[src/rtl/spi_pkg.sv]
// Purpose : shared constants, frame field positions and FSM state type for the SPI target.
// Latency : n/a (declarations only).
// Backpressure: n/a; no ports.
// Frame layout, MSB first on MOSI: {Wr, ADDR[7:0], DATA[7:0]}.
package spi_pkg;

   localparam int SPI_ADDR_W = 8;
   localparam int SPI_DATA_W = 8;
   localparam int FRAME_W    = 1 + SPI_ADDR_W + SPI_DATA_W;

   // Bit positions within the 17-bit frame
   localparam int WR_BIT   = 16;
   localparam int ADDR_MSB = 15;
   localparam int ADDR_LSB = 8;
   localparam int DATA_MSB = 7;
   localparam int DATA_LSB = 0;

   typedef enum logic [1:0] {
      IDLE = 2'd0,
      ADDR = 2'd1,
      DATA = 2'd2
   } spi_slv_state_t;

endpackage

[src/rtl/spi_regfile.sv]
// Purpose : NUM_REGS x DATA_WIDTH register file, one write port, two async read ports.
// Latency : write visible on read ports the cycle after i_we; reads are combinational.
// Backpressure: none; a write is accepted on every cycle i_we is high.
// Ports: SCLK/resetn clock and async active-low reset; i_we/i_waddr/i_wdata write port;
//        i_raddr_a/o_rdata_a frame read port; i_raddr_b/o_rdata_b debug read port.
//        Unmapped addresses (>= NUM_REGS) read as 0 and ignore writes.
module spi_regfile
   import spi_pkg::*;
#(
   parameter int ADDR_WIDTH = SPI_ADDR_W,
   parameter int DATA_WIDTH = SPI_DATA_W,
   parameter int NUM_REGS   = 16
) (
   input  logic                  SCLK,
   input  logic                  resetn,
   input  logic                  i_we,
   input  logic [ADDR_WIDTH-1:0] i_waddr,
   input  logic [DATA_WIDTH-1:0] i_wdata,
   input  logic [ADDR_WIDTH-1:0] i_raddr_a,
   output logic [DATA_WIDTH-1:0] o_rdata_a,
   input  logic [ADDR_WIDTH-1:0] i_raddr_b,
   output logic [DATA_WIDTH-1:0] o_rdata_b
);

   localparam int                  IDX_W       = (NUM_REGS > 1) ? $clog2(NUM_REGS) : 1;
   localparam logic [ADDR_WIDTH:0] LP_NUM_REGS = (ADDR_WIDTH + 1)'(NUM_REGS);

   logic [DATA_WIDTH-1:0] r_regs [NUM_REGS];

   // Full-width unsigned compare so high addresses never alias onto low registers
   function automatic logic f_mapped(input logic [ADDR_WIDTH-1:0] a);
      return ({1'b0, a} < LP_NUM_REGS);
   endfunction

   always_ff @(posedge SCLK or negedge resetn) begin
      if (!resetn) begin
         for (int i = 0; i < NUM_REGS; i++) begin
            r_regs[i] <= '0;
         end
      end else if (i_we && f_mapped(i_waddr)) begin
         r_regs[i_waddr[IDX_W-1:0]] <= i_wdata;
      end
   end

   assign o_rdata_a = f_mapped(i_raddr_a) ? r_regs[i_raddr_a[IDX_W-1:0]] : '0;
   assign o_rdata_b = f_mapped(i_raddr_b) ? r_regs[i_raddr_b[IDX_W-1:0]] : '0;

endmodule

[src/rtl/spi_slave_regfile.sv]
// Purpose : SPI target; deserialises {Wr, ADDR, DATA} frames into a local register file, returns reads on MISO LSB first.
// Latency : write/pulses appear the cycle after the final frame edge; read data bit 0 on MISO the cycle after the last address bit.
// Backpressure: none; frames accepted back-to-back while ss_n is held low, ss_n high mid-frame aborts.
// Ports: SCLK/resetn clock and async active-low reset; ss_n/MOSI/MISO serial link;
//        reg_wr/reg_waddr/reg_wdata write notification; frame_done/frame_abort/addr_err status pulses;
//        dbg_addr/dbg_rdata combinational debug read.
// Build option: define SPI_SLAVE_WR_ECHO_EN to echo the pre-write register value on MISO during write frames.
module spi_slave_regfile
   import spi_pkg::*;
#(
   parameter int ADDR_WIDTH  = SPI_ADDR_W,
   parameter int DATA_WIDTH  = SPI_DATA_W,
   parameter int NUM_REGS    = 16,
   parameter int COUNT_WIDTH = 3
) (
   input  logic                  SCLK,
   input  logic                  resetn,
   input  logic                  ss_n,
   input  logic                  MOSI,
   output logic                  MISO,
   output logic                  reg_wr,
   output logic [ADDR_WIDTH-1:0] reg_waddr,
   output logic [DATA_WIDTH-1:0] reg_wdata,
   output logic                  frame_done,
   output logic                  frame_abort,
   output logic                  addr_err,
   input  logic [ADDR_WIDTH-1:0] dbg_addr,
   output logic [DATA_WIDTH-1:0] dbg_rdata
);

   localparam logic [COUNT_WIDTH-1:0] LP_ADDR_LAST = COUNT_WIDTH'(ADDR_WIDTH - 1);
   localparam logic [COUNT_WIDTH-1:0] LP_DATA_LAST = COUNT_WIDTH'(DATA_WIDTH - 1);
   localparam logic [ADDR_WIDTH:0]    LP_NUM_REGS  = (ADDR_WIDTH + 1)'(NUM_REGS);

   spi_slv_state_t          r_state;
   logic                    r_wr;
   logic [ADDR_WIDTH-1:0]   r_addr_sr;
   logic [DATA_WIDTH-2:0]   r_data_sr;   // last data bit comes straight from MOSI
   logic [COUNT_WIDTH-1:0]  r_cnt;
   logic [DATA_WIDTH-1:0]   r_rd_sr;

   logic [ADDR_WIDTH-1:0]   w_addr_next;
   logic [DATA_WIDTH-1:0]   w_data_next;
   logic [DATA_WIDTH-1:0]   w_rd_data;
   logic                    w_addr_mapped;
   logic                    w_frame_end;
   logic                    w_reg_we;
   logic                    w_miso_en;

   assign w_addr_next   = {r_addr_sr[ADDR_WIDTH-2:0], MOSI};
   assign w_data_next   = {r_data_sr, MOSI};
   assign w_addr_mapped = ({1'b0, r_addr_sr} < LP_NUM_REGS);
   assign w_frame_end   = (r_state == DATA) && !ss_n && (r_cnt == LP_DATA_LAST);
   assign w_reg_we      = w_frame_end && r_wr && w_addr_mapped;

`ifdef SPI_SLAVE_WR_ECHO_EN
   assign w_miso_en = 1'b1;
`else
   assign w_miso_en = !r_wr;
`endif

   // rd_sr[0] carries data bit k during DATA cycle k; silent outside DATA
   assign MISO = (r_state == DATA) && w_miso_en && r_rd_sr[0];

   spi_regfile #(
      .ADDR_WIDTH (ADDR_WIDTH),
      .DATA_WIDTH (DATA_WIDTH),
      .NUM_REGS   (NUM_REGS)
   ) u_regfile (
      .SCLK      (SCLK),
      .resetn    (resetn),
      .i_we      (w_reg_we),
      .i_waddr   (r_addr_sr),
      .i_wdata   (w_data_next),
      .i_raddr_a (w_addr_next),
      .o_rdata_a (w_rd_data),
      .i_raddr_b (dbg_addr),
      .o_rdata_b (dbg_rdata)
   );

   always_ff @(posedge SCLK or negedge resetn) begin
      if (!resetn) begin
         r_state     <= IDLE;
         r_wr        <= 1'b0;
         r_addr_sr   <= '0;
         r_data_sr   <= '0;
         r_cnt       <= '0;
         r_rd_sr     <= '0;
         reg_wr      <= 1'b0;
         reg_waddr   <= '0;
         reg_wdata   <= '0;
         frame_done  <= 1'b0;
         frame_abort <= 1'b0;
         addr_err    <= 1'b0;
      end else begin
         reg_wr      <= 1'b0;
         frame_done  <= 1'b0;
         frame_abort <= 1'b0;
         addr_err    <= 1'b0;
         case (r_state)
            IDLE: begin
               if (!ss_n) begin
                  r_wr    <= MOSI;
                  r_cnt   <= '0;
                  r_state <= ADDR;
               end
            end
            ADDR: begin
               if (ss_n) begin
                  r_state     <= IDLE;
                  frame_abort <= 1'b1;
               end else begin
                  r_addr_sr <= w_addr_next;
                  r_cnt     <= r_cnt + 1'b1;
                  if (r_cnt == LP_ADDR_LAST) begin
                     // Loaded for every frame; MISO gating decides whether it is driven
                     r_rd_sr <= w_rd_data;
                     r_cnt   <= '0;
                     r_state <= DATA;
                  end
               end
            end
            DATA: begin
               if (ss_n) begin
                  r_state     <= IDLE;
                  frame_abort <= 1'b1;
               end else begin
                  r_data_sr <= w_data_next[DATA_WIDTH-2:0];
                  r_rd_sr   <= {1'b0, r_rd_sr[DATA_WIDTH-1:1]};
                  r_cnt     <= r_cnt + 1'b1;
                  if (w_frame_end) begin
                     r_state    <= IDLE;
                     frame_done <= 1'b1;
                     if (!w_addr_mapped) begin
                        addr_err <= 1'b1;
                     end else if (r_wr) begin
                        reg_wr    <= 1'b1;
                        reg_waddr <= r_addr_sr;
                        reg_wdata <= w_data_next;
                     end
                  end
               end
            end
            default: r_state <= IDLE;
         endcase
      end
   end

endmodule
[config.mk]
export PLATFORM = sky130hd
export DESIGN_NAME = spi_slave_regfile
export DESIGN_NICKNAME = d
export VERILOG_FILES = /design/src/rtl/spi_pkg.sv /design/src/rtl/spi_regfile.sv /design/src/rtl/spi_slave_regfile.sv
export SDC_FILE = /design/constraint.sdc
export NUM_CORES = 1
export LEC_CHECK = 0
export CAP_MARGIN = 10
export CORE_MARGIN = 2
export CORE_UTILIZATION = 63
export CTS_BUF_LIST = sky130_fd_sc_hd__clkbuf_2
export DETAILED_ROUTE_END_ITERATION = 8
export GPL_TIMING_DRIVEN = 0
export PLACE_DENSITY = 0.8
export REMOVE_ABC_BUFFERS = 1
export SETUP_SLACK_MARGIN = 0.4
export SLEW_MARGIN = 25
export SYNTH_ARGS = -nofsm -noshare
export SYNTH_HDL_FRONTEND = slang
export SYNTH_SLANG_ARGS = --single-unit
[constraint.sdc]
create_clock -name SCLK -period 3 [get_ports SCLK]
set_clock_uncertainty 0.05 [all_clocks]
set_input_delay 0.3 -clock SCLK [delete_from_list [all_inputs] [get_ports SCLK]]
set_output_delay 0.3 -clock SCLK [all_outputs]
set_load 0.05 [all_outputs]
Word-level counts from Yosys, hierarchy flattened
Cells that the tools add are included.
{"block": "totals", "word_cells": 110, "reg_bits": 177}
{"block": "classes", "n_bitwise": 4, "add_sub_neg": 1, "reduce_logical": 21, "n_lt_le_gt_ge": 7, "n_eq_ne": 9, "mux": 40}
{"cell": "bitwise mux 128 bit", "n": 1}
{"cell": "two-way mux 8 bit", "n": 10}
{"cell": "binary-select mux 8 bit (select 4 bit)", "n": 2}
{"cell": "demux 8 bit (select 4 bit)", "n": 1}
{"cell": "less-than comparator 8 x 5 -> 1 bit (second input constant)", "n": 3}
{"cell": "one-hot mux 8 bit (2 select lines)", "n": 1}
{"cell": "greater-or-equal comparator 5 bit (second input constant)", "n": 3}
{"cell": "inverter 4 -> 5 bit", "n": 3}
{"cell": "two-way mux 1 bit", "n": 14}
{"cell": "two-way mux 3 bit", "n": 4}
{"cell": "two-way mux 2 bit", "n": 5}
{"cell": "one-hot mux 3 bit (3 select lines)", "n": 1}
{"cell": "logical AND 1 bit", "n": 8}
{"cell": "inequality test 2 bit (second input constant)", "n": 4}
{"cell": "AND reduction 4 bit", "n": 2}
{"cell": "inequality test 3 bit (second input constant)", "n": 2}
{"cell": "one-hot mux 2 bit (3 select lines)", "n": 1}
{"cell": "AND reduction 2 bit", "n": 3}
{"cell": "less-than comparator 5 x 1 -> 1 bit (second input constant)", "n": 1}
{"cell": "AND reduction 5 bit", "n": 1}
{"cell": "adder 3 x 1 -> 3 bit (second input constant)", "n": 1}
{"cell": "== test 3 bit (second input constant)", "n": 1}
{"cell": "AND reduction 3 bit", "n": 1}
{"cell": "nonzero test 3 bit", "n": 1}
{"cell": "7 further kinds", "n": 8}

Depth between registers and ports, before layout
Gate-level depths: netlist (run 1).
{"block": "depth", "word_depth": 8, "mapped_depth": 9, "mapped_depth_nobuf": 6}

Cells and area by module
Synthesis (run 1) repeated with hierarchy kept, for this count alone.
{"block": "hier_totals", "cells_unflattened": 641, "hier_area_um2": 9288.9}
{"module": "spi_regfile", "cells_per_inst": 495, "n_inst": 1, "seq_area_each_um2": 3203.1, "area_each_um2": 7151.9}
{"module": "spi_slave_regfile", "cells_per_inst": 146, "n_inst": 1, "seq_area_each_um2": 1226.2, "area_each_um2": 2137.0}

Least setup slack after synthesis (run 1)
No wires, ideal clock.
{"block": "synth_path", "kind": "input to output", "startpoint": "input dbg_addr[0]", "endpoint": "output dbg_rdata[0]", "cell_stages": 5, "t_required_ps": 2650, "path_slack_ps": 560, "arrival_time_ps": 2090, "cell_sequence": "clkbuf_1 > buf_2 > mux4_2 > mux4_2 > nor2b_1"}
{"block": "synth_between", "elab_chain_len": 5, "word_cells_on_any_way": 6}
{"element": "start, declared", "line_no": "spi_slave_regfile.sv:27", "source": "input logic [ADDR_WIDTH-1:0] dbg_addr,"}
{"element": "inverter 4 -> 5 bit (implied by the code)", "line_no": "spi_regfile.sv:46", "source": "assign o_rdata_b = f_mapped(i_raddr_b) ? r_regs[i_raddr_b[IDX_W-1:0]] : '0;"}
{"element": "binary-select mux 8 bit (select 4 bit)", "line_no": "spi_regfile.sv:46"}
{"element": "two-way mux 8 bit (implied by the code) (2 in series)", "line_no": "spi_regfile.sv:46"}
{"element": "two-way mux 8 bit (*)", "line_no": "spi_regfile.sv:46"}
{"element": "end, declared", "line_no": "spi_slave_regfile.sv:28", "source": "output logic [DATA_WIDTH-1:0] dbg_rdata"}
Mark *: on every way between the ends. The rest lies on a longest branch, timed or not. The select of a mux whose other input is x is not followed.

Final worst setup path (run 1)
{"block": "layout_path", "startpoint": "register u_regfile.r_regs[87] in the netlist's numbering", "endpoint": "output dbg_rdata[7]"}
{"block": "layout_between", "elab_chain_len": 4}
{"element": "start, declared", "line_no": "spi_regfile.sv:28", "source": "logic [DATA_WIDTH-1:0] r_regs [NUM_REGS];"}
{"element": "start signal, assigned by index", "line_no": "spi_regfile.sv:41", "source": "r_regs[i_waddr[IDX_W-1:0]] <= i_wdata;"}
{"element": "binary-select mux 8 bit (select 4 bit)", "line_no": "spi_regfile.sv:46"}
{"element": "two-way mux 8 bit (implied by the code) (2 in series)", "line_no": "spi_regfile.sv:46"}
{"element": "two-way mux 8 bit", "line_no": "spi_regfile.sv:46"}
Every way passes these cells. The select of a mux whose other input is x is not followed.

==> results.cfg, run 1 <==
[setup_path]
cp.arrival_ns = 2.60
crit_type = flip-flop to primary output
path_max_fanout = 3
cp-start-kind = flip-flop
required_ns = 2.65
reg2reg_depth = 3
cp-end-kind = primary output

[flow_run]
max-cap-violations = 0

[layout]
num_antenna_cells = 0
finalNetCount = 697
drive_above_1_share_pct = 50.4
fin_util_pct = 71.9
final-instance-count-excl-fill = 875
syn_to_final_growth_pct = 13.0

[clocking]
clock_path_buffers = 2
clk_pin_slew_worst_paths_ns = 0.26
cts_max_level = 4
cts_tree = yes
worstSkewPairLatency_ns = 0.78
clock-root-buffer = clkbuf_2
cts_sinks = 177
cts_made_buffers = 17

[route]
dr_wl_met2_mm = 11.3
totalWireLength_mm = 22.7
drt-vias-per-instance = 6.81
drt_iter0_drc = 513
ant_nets = 0
drt_first_pass_iters = 5
wl_per_cell_um = 25.9
drc = 0
wl_met3_mm = 1.95
vias = 5961
highest_layer = met4
wl_met1_mm = 8.78

[place]
gp_congestion = 0.837
port_buffers = 40
dp.cells = 791
hpwl_mm = 14.0

[floorplanning]
fp.dieH_um = 124
die_width_um = 124
start_util_pct = 63.7
io_pins = 41
core_mm2 = 0.0144
rows = 44
dieArea_mm2 = 0.0155

[sta]
layout_worst_path_cycle_share_pct = 98.4
worst_slew_pin_slew_ns = 0.752
drv_slew = 0
period_needed_ns = 2.95
final-setup-viol-count = 0
rsz0062_at_grt = yes
fin_tns_setup_ns = 0
hold_violations = 0
clock.fmax_mhz = 339
fin_hold_ws_ns = 0.369
max_slew_margin_pct = 49.8

[power]
ir_drop_v = 0.000326
pwr_density_cell_mw_per_mm2 = 461
leakagePower_nw = 4.84

[synthesis]
seq_area_frac_synth_pct = 48.4
syn-mean-instance-area_um2 = 14.8
ys_ff_latch = 177
syn_inst = 620
synthesis.area_mm2 = 0.00915
ys_warn_count = 0
synthDistinctLibCells = 39

[hold_path]
holdPathStages = 2
hold_path.class = primary input to flip-flop

[global_route]
grt_pass1_wl_mm = 35.0
overflow = 0
first_global_vias = 6166
grt_max_degree = 79
grt.total_usage_pct = 30.1
antenna_found_initial = 0

[outcome]
status = completed
## cell usage after synthesis
library cell  number  share of area, %
nand4b_1           1             0.096
o21a_1             5              0.41
nand2_1           12              0.49
mux2_4             8               1.3
nor2b_1           17               1.2
or3_1              1             0.068
nand3_1            9              0.49
o311ai_1           2              0.19
o311ai_0           5              0.48
o22ai_1            1             0.068
mux2i_1           19               2.1
mux4_2            56                14
o21ai_0            6              0.33
or2_2              2              0.14
a211oi_1           5              0.41
mux2_2           148                18
nand4_4            1              0.23
nor4_4             4              0.93
o221a_2            8              0.98
o31ai_1            3              0.25
buf_4              1             0.082
clkbuf_1          34               1.4
nor3_1             1             0.055
buf_1             10              0.41
or4_1              2              0.16
o2111ai_1          2              0.19
and3b_1            1             0.096
a21oi_1            4              0.22
buf_6              2              0.25
inv_1              8              0.33
and2_1            10              0.68
buf_2             11              0.60
nor3_2             1              0.11
nor3_4            11               2.0
ha_1               6              0.82
nand2b_1           5              0.34
dfrtp_1          177                48
nor2_1             5              0.21
a221oi_1          16               1.5
## stage by stage
step | setup WS, ns | total power [mW] | cell area [um2]
finish | 0.0491 | 4.77 | 10300
global route | -0.0517 | 4.95 | 10300
CTS | 0.0315 | 4.74 | 10200
detailed placement | -1.27 | 3.69 | 9660
global placement | -5.31 | 3.63 | 9530
floorplan | -0.495 | 3.27 | 8900
## worst max-delay path, stage by stage (launching register included)
cell and delay, ns:
dfrtp_1 0.46, mux4_2 0.53, mux4_2 0.52, nor2b_4 0.15, buf_6 0.16
## report_power, final
| group | switching [mW] | leakage, nW | internal (mW) |
|---|---|---|---|
| clock | 0.807 | 0.111 | 0.219 |
| combinational | 0.593 | 2.28 | 0.361 |
| sequential | 0.321 | 2.45 | 2.47 |
| total | 1.72 | 4.84 | 3.05 |
## cell type report
cell class | instances | area [um2]
timing repair buffer | 97 | 961
sequential | 177 | 4440
inverter | 8 | 30.0
clock buffer | 21 | 105
clock inverter | 10 | 66.3
tap | 184 | 230
multi-input combinational | 378 | 4510
fill | 908 | 4030
## layout by cell type (no fill, tap or decap), types with 11 or more instances in the layout
cell             Yosys  layout
dfrtp_1            177     174
a221oi_1            16      16
mux2_2             148     148
mux4_2              56      56
mux2i_1             19      19
nor2b_1             17      13
nor3_4              11      12
clkdlybuf4s50_1      0      27
clkbuf_2             0      21
nand2_1             12      11
buf_4                1      49
## metal layers
layer | vias up | global-route usage, %
met5 | - | 0
met4 | 0 | 11.9
met3 | 53 | 8.08
met2 | 285 | 48.6
met1 | 3137 | 39.5
li1 | 2486 | -
## registers in the layout, summed over array words and instances (netlist names), 2 cells and up
signal and cells:
r_cnt 3, r_data_sr 7, reg_waddr 8, r_rd_sr 8, r_state 2, reg_wdata 8
r_addr_sr 8, u_regfile.r_regs 128
## logic make-up after synthesis
logic type / share of synthesized area, %
AO/OA/AOI/OAI: 5.06
buffers and inverters: 3.06
flip-flops: 48.4
multiplexers: 35.4
AND/OR/NAND/NOR: 7.22
adder cells (fa/ha/maj): 0.821
## final timing paths
kind	from	to	slack, ns
worst max-delay path	u_regfile.r_regs[87]$_DFFE_PN0P_	dbg_rdata[7]	0.05
worst min-delay path	ss_n	frame_abort$_DFF_PN0_	0.37
worst max register to register	r_addr_sr[0]$_DFFE_PN0P_	u_regfile.r_regs[4]$_DFFE_PN0P_	0.44
worst min register to register	reg_waddr[5]$_DFFE_PN0P_	reg_waddr[5]$_DFFE_PN0P_	0.47
max in group asynchronous	resetn	u_regfile.r_regs[28]$_DFFE_PN0P_	1.64
min in group asynchronous	resetn	u_regfile.r_regs[86]$_DFFE_PN0P_	0.53
## what timing repair did
action	4_1_cts	5_1_grt
cloned	1	0
endpoints found under the hold margin	107	0
endpoints found under the setup margin	162	47
setup buffers	34	14
resized for setup	71	5
pin swaps	4	6
hold buffers	4	0
(Power assumes the default switching activity.)
==> run 2: changes to the inputs <==
--- a/config.mk
+++ b/config.mk
@@ -18,3 +18,4 @@
 export SYNTH_ARGS = -nofsm -noshare
 export SYNTH_HDL_FRONTEND = slang
 export SYNTH_SLANG_ARGS = --single-unit
+export TNS_END_PERCENT = 1
==> results.cfg, run 2 (synthesis gave the netlist of run 1 again) <==
[clocking]
cts_tree = yes
cts_made_buffers = 17
clock_path_buffers = 2
clock-root-buffer = clkbuf_2
cts_max_level = 4
worstSkewPairLatency_ns = 0.79
cts_sinks = 177
clk_pin_slew_worst_paths_ns = 0.26

[route]
drt_first_pass_iters = 6
drc = 0
wl_per_cell_um = 26.2
drt_iter0_drc = 476
drt-vias-per-instance = 6.82
ant_nets = 0
vias = 5725
totalWireLength_mm = 22.0

[sta]
max_slew_margin_pct = 43.1
clock.fmax_mhz = 338
drv_slew = 0
hold_violations = 0
period_needed_ns = 2.96
final-setup-viol-count = 0
layout_worst_path_cycle_share_pct = 98.6
rsz0062_at_grt = yes
worst_slew_pin_slew_ns = 0.851
fin_tns_setup_ns = 0

[layout]
finalNetCount = 662
final_area_mm2 = 0.0100
drive_above_1_share_pct = 47.1
syn_to_final_growth_pct = 9.59
num_antenna_cells = 0
largest_register = u_regfile.r_regs
largest_reg_flops = 128
layout_commonest_cell = dfrtp_1
final_cell_mix = dfrtp_1 (174), mux2_2 (148), mux4_2 (56), clkdlybuf4s50_1 (27), clkbuf_2 (21)

[power]
switching_share_pct = 35.9
p_seq_share_pct = 58.6
leakagePower_nw = 4.65
total_power_mw = 4.74
combPwrFrac_pct = 19.7
pwr_density_cell_mw_per_mm2 = 473
switching_power_mw = 1.70
ir_drop_v = 0.000308
internal_power_mw = 3.03
clockPowerShare_pct = 21.7

[global_route]
grt_max_degree = 79
grt_pass1_wl_mm = 34.4
antenna_found_initial = 0
overflow = 0
first_global_vias = 6029
grt.total_usage_pct = 29.6

[setup_path]
cp-start-kind = flip-flop
cp.arrival_ns = 3.57
reg2reg_depth = 3
critPathSlowestCell = dfrtp_2
r2r_end = u_regfile.r_regs[65]$_DFFE_PN0P_
cp_num_buf_inv = 0
cp_cell_sequence = nand2_1 -> nor3_4 -> mux2_2
cp-end-kind = flip-flop
r2r_slack_ns = 0.04
path_max_fanout = 26
path_delay_family = simple AND/OR/NAND/NOR gates
crit_type = flip-flop to flip-flop
r2r_start = r_addr_sr[1]$_DFFE_PN0P_
cpPeakStageDelay_ns = 0.90
required_ns = 3.61

[floorplanning]
start_util_pct = 63.7
die_width_um = 124
fp.dieH_um = 124
core_mm2 = 0.0144
rows = 44
io_pins = 41
dieArea_mm2 = 0.0155

[hold_path]
holdPathStages = 2
hold_path.class = primary input to flip-flop
hold_path_end = frame_abort$_DFF_PN0_
hp-start = ss_n

[place]
dpl_cell_area_mm2 = 0.00966
gp_congestion = 0.837
port_buffers = 40
hpwl_mm = 14.0

[outcome]
status = completed

[flow_run]
max-cap-violations = 0
-- run 2: stage by stage --
step	instances	worst slack, ns	hold WS, ns	utilization [%]
2_1_floorplan	562	-0.495	-0.0456	-
4_1_cts	839	0.0315	0.307	69.6
5_1_grt	840	-0.0496	0.301	69.8
3_5_place_dp	791	-1.27	0.173	67.2
3_3_place_gp	786	-5.31	0.415	66.3
6_report	840	0.0410	0.329	69.8
-- run 2: cell type report --
| cell class | count | area, um2 |
|---|---|---|
| flip-flops and latches | 177 | 4430 |
| well taps | 184 | 230 |
| fillers | 935 | 4350 |
| clock inverters | 10 | 66.3 |
| repair buffers | 62 | 677 |
| multi-input cells | 378 | 4480 |
| inverters | 8 | 30.0 |
| clock buffers | 21 | 105 |
-- run 2: power groups by stage --
stage | registers (mW) | logic (mW) | clock network [mW]
5_1_grt | 2.79 | 0.987 | 1.14
2_1_floorplan | 2.69 | 0.578 | 0
3_3_place_gp | 2.78 | 0.848 | 0
3_5_place_dp | 2.80 | 0.891 | 0
6_report | 2.78 | 0.931 | 1.03
4_1_cts | 2.77 | 0.915 | 1.04
-- run 2: worst register-to-register path, delay by kind of cell (launching register included) --
family	cells	cell delay (ns)
flops	1	0.90
simple gates	2	1.49
mux	1	0.41
-- run 2: timing repair --
| item | CTS | global route |
|---|---|---|
| cloned | 1 | 0 |
| setup buffers | 12 | 1 |
| pin swaps | 4 | 0 |
| endpoints found under the hold margin | 107 | 0 |
| resized for setup | 54 | 4 |
| setup endpoints to repair | 162 | 147 |
| hold buffers | 4 | 0 |
-- run 2: per-layer routing --
metal,GRT usage [%],part of all wire [%]
met3,7.86,8.0
met2,47.3,49
met4,12.2,3.1
met5,0,0
met1,39.0,39
-- run 2: worst max-delay path by stage --
stage / slack, ns / endpoint / depth (start not counted) / startpoint
6_report: 0.04 / u_regfile.r_regs[65]$_DFFE_PN0P_ / 3 / r_addr_sr[1]$_DFFE_PN0P_
5_1_grt: -0.05 / dbg_rdata[7] / 4 / u_regfile.r_regs[87]$_DFFE_PN0P_
3_3_place_gp: -5.31 / u_regfile.r_regs[12]$_DFFE_PN0P_ / 1 / resetn
2_1_floorplan: -0.49 / u_regfile.r_regs[120]$_DFFE_PN0P_ / 6 / r_state[0]$_DFFE_PN0P_
4_1_cts: 0.03 / dbg_rdata[7] / 4 / u_regfile.r_regs[87]$_DFFE_PN0P_
3_5_place_dp: -1.27 / u_regfile.r_regs[126]$_DFFE_PN0P_ / 6 / r_state[0]$_DFFE_PN0P_
==> run 3: changes to the inputs <==
--- a/config.mk
+++ b/config.mk
@@ -7,13 +7,12 @@
 export LEC_CHECK = 0
 export CAP_MARGIN = 10
 export CORE_MARGIN = 2
-export CORE_UTILIZATION = 63
+export CORE_UTILIZATION = 57
 export CTS_BUF_LIST = sky130_fd_sc_hd__clkbuf_2
 export DETAILED_ROUTE_END_ITERATION = 8
 export GPL_TIMING_DRIVEN = 0
-export PLACE_DENSITY = 0.8
+export PLACE_DENSITY = 0.77
 export REMOVE_ABC_BUFFERS = 1
-export SETUP_SLACK_MARGIN = 0.4
 export SLEW_MARGIN = 25
 export SYNTH_ARGS = -nofsm -noshare
 export SYNTH_HDL_FRONTEND = slang
==> constraint.sdc (replaced) <==
create_clock -name SCLK -period 2.6 [get_ports SCLK]
set_clock_uncertainty 0.05 [all_clocks]
set_input_delay 0.26 -clock SCLK [delete_from_list [all_inputs] [get_ports SCLK]]
set_output_delay 0.26 -clock SCLK [all_outputs]
set_load 0.05 [all_outputs]
==> results.cfg, run 3 (synthesis gave the netlist of run 1 again) <==
[sta]
clock.fmax_mhz = 355
fin_hold_ws_ns = 0.367
layout_worst_path_cycle_share_pct = 108
worst_slew_pin_slew_ns = 0.746
hold_violations = 0
max_slew_margin_pct = 50.2
period_needed_ns = 2.82
fin_tns_setup_ns = -1.52
rsz0062_at_grt = yes
setup_slack_ns = -0.215
final-setup-viol-count = 8
drv_slew = 0

[clocking]
worstSkewPairLatency_ns = 0.74
clk_pin_slew_worst_paths_ns = 0.23
clock-root-buffer = clkbuf_2
cts_tree = yes
cts_max_level = 4
clock_path_buffers = 2
cts_sinks = 177
cts_made_buffers = 17

[place]
place_ws_ns = -1.66
port_buffers = 40
dpl_cell_area_mm2 = 0.00967
gp_congestion = 0.834
dp.cells = 822
hpwl_mm = 14.2

[power]
ir_drop_v = 0.000484
total_power_mw = 5.52
pwr_density_cell_mw_per_mm2 = 542
leakagePower_nw = 4.70

[setup_path]
cp-start-kind = flip-flop
crit_type = flip-flop to primary output
cp.arrival_ns = 2.51
cpMostUsedCell = mux4_2
cpPeakStageDelay_ns = 0.51
cp-end-kind = primary output
cp_cell_sequence = mux4_2 -> mux4_2 -> nor2b_4 -> buf_6
path_max_fanout = 2
required_ns = 2.29
critPathSlowestCell = mux4_2
r2r_slack_ns = 0.08

[floorplanning]
fp.dieH_um = 131
rows = 46
start_util_pct = 58.0
io_pins = 41
core_mm2 = 0.0158
dieArea_mm2 = 0.0171
die_width_um = 131

[route]
drc = 0
drt_iter0_drc = 564
totalWireLength_mm = 22.1
ant_nets = 0
wl_per_cell_um = 25.0
drt_first_pass_iters = 5
drt-vias-per-instance = 6.49
vias = 5724

[layout]
drive_above_1_share_pct = 48.9
finalNetCount = 672
layout_commonest_cell = dfrtp_1
final_area_mm2 = 0.0102
fin_util_pct = 64.6
syn_to_final_growth_pct = 11.4
largest_register = u_regfile.r_regs
fill_cells = 1151
final-instance-count-excl-fill = 882
largest_reg_flops = 128
final_cell_mix = dfrtp_1 (174), mux2_2 (148), mux4_2 (56), clkdlybuf4s50_1 (27), buf_4 (24)

[global_route]
grt_max_degree = 97
met3_usage_pct = 4.60
gr-usage-met1_pct = 38.8
grt_pass1_wl_mm = 34.7
antenna_found_initial = 1
busiest_layer = met2
met2_usage_pct = 45.4
grt.total_usage_pct = 28.1
overflow = 0
first_global_vias = 5944

[hold_path]
hold_path.class = primary input to flip-flop

[flow_run]
max-cap-violations = 0

[outcome]
violations = negative setup slack
status = finished with violations
run 3: cell types whose count changed in the layout (fill, tap and decap cells not counted), moves of 2 or more:
| cell | delta |
|---|---|
| clkbuf_2 | +2 |
| buf_16 | -3 |
| buf_6 | +4 |
| nor2b_2 | -2 |
| nor2b_1 | -2 |
| buf_4 | +10 |
| dfrtp_4 | +2 |
| clkinv_4 | -3 |
| nor2b_4 | +4 |
| dfrtp_2 | -2 |
| buf_2 | -4 |
| buf_12 | +2 |
run 3: repair_timing:
action                     in CTS  in global routing
buffers inserted               21                  3
hold buffers                    3                  1
pin swaps                       6                  2
gates resized for setup        73                  6
setup endpoints to repair     162                107
hold endpoints to repair      170                  1
cloned                          1                  0
run 3: final cells by class:
cell class              instances  area (um2)  area share (%)
well taps                     216         270            2.65
repair buffers                 72         747            7.33
multi-input cells             378        4520            44.4
inverters                       8        30.0           0.295
flip-flops and latches        177        4440            43.5
diodes                          1        2.50          0.0245
clock inverters                 7        66.3           0.651
clock buffers                  23         115            1.13
run 3: per-layer routing:
layer  vias up  share of wire (%)
met1      3037                 41
met5         -                  0
li1       2445                  -
met3        47                5.6
met2       195                 50
met4         0                3.0
run 3: critical path: cells and delay by family (launching register included):
kind          cells  cell delay, ns
buf+inv           1            0.17
simple gates      1            0.15
mux               2            1.01
flops             1            0.45
run 3: where the power goes:
group          internal, mW  switching [mW]  leakage [nW]  total (mW)
sequential             2.85           0.364          2.45        3.21
clock                 0.349           0.887         0.120        1.24
combinational         0.408           0.664          2.12        1.07
run 3: worst paths after layout:
check | startpoint | endpoint | depth (start not counted)
hold reg to reg | reg_waddr[4]$_DFFE_PN0P_ | reg_waddr[4]$_DFFE_PN0P_ | 1
hold / removal | ss_n | r_state[1]$_DFFE_PN0P_ | 3
setup / recovery | u_regfile.r_regs[81]$_DFFE_PN0P_ | dbg_rdata[1] | 4
setup reg to reg | r_addr_sr[2]$_DFFE_PN0P_ | u_regfile.r_regs[64]$_DFFE_PN0P_ | 3
min in group asynchronous | resetn | reg_waddr[4]$_DFFE_PN0P_ | 3
max in group asynchronous | resetn | r_addr_sr[1]$_DFFE_PN0P_ | 4
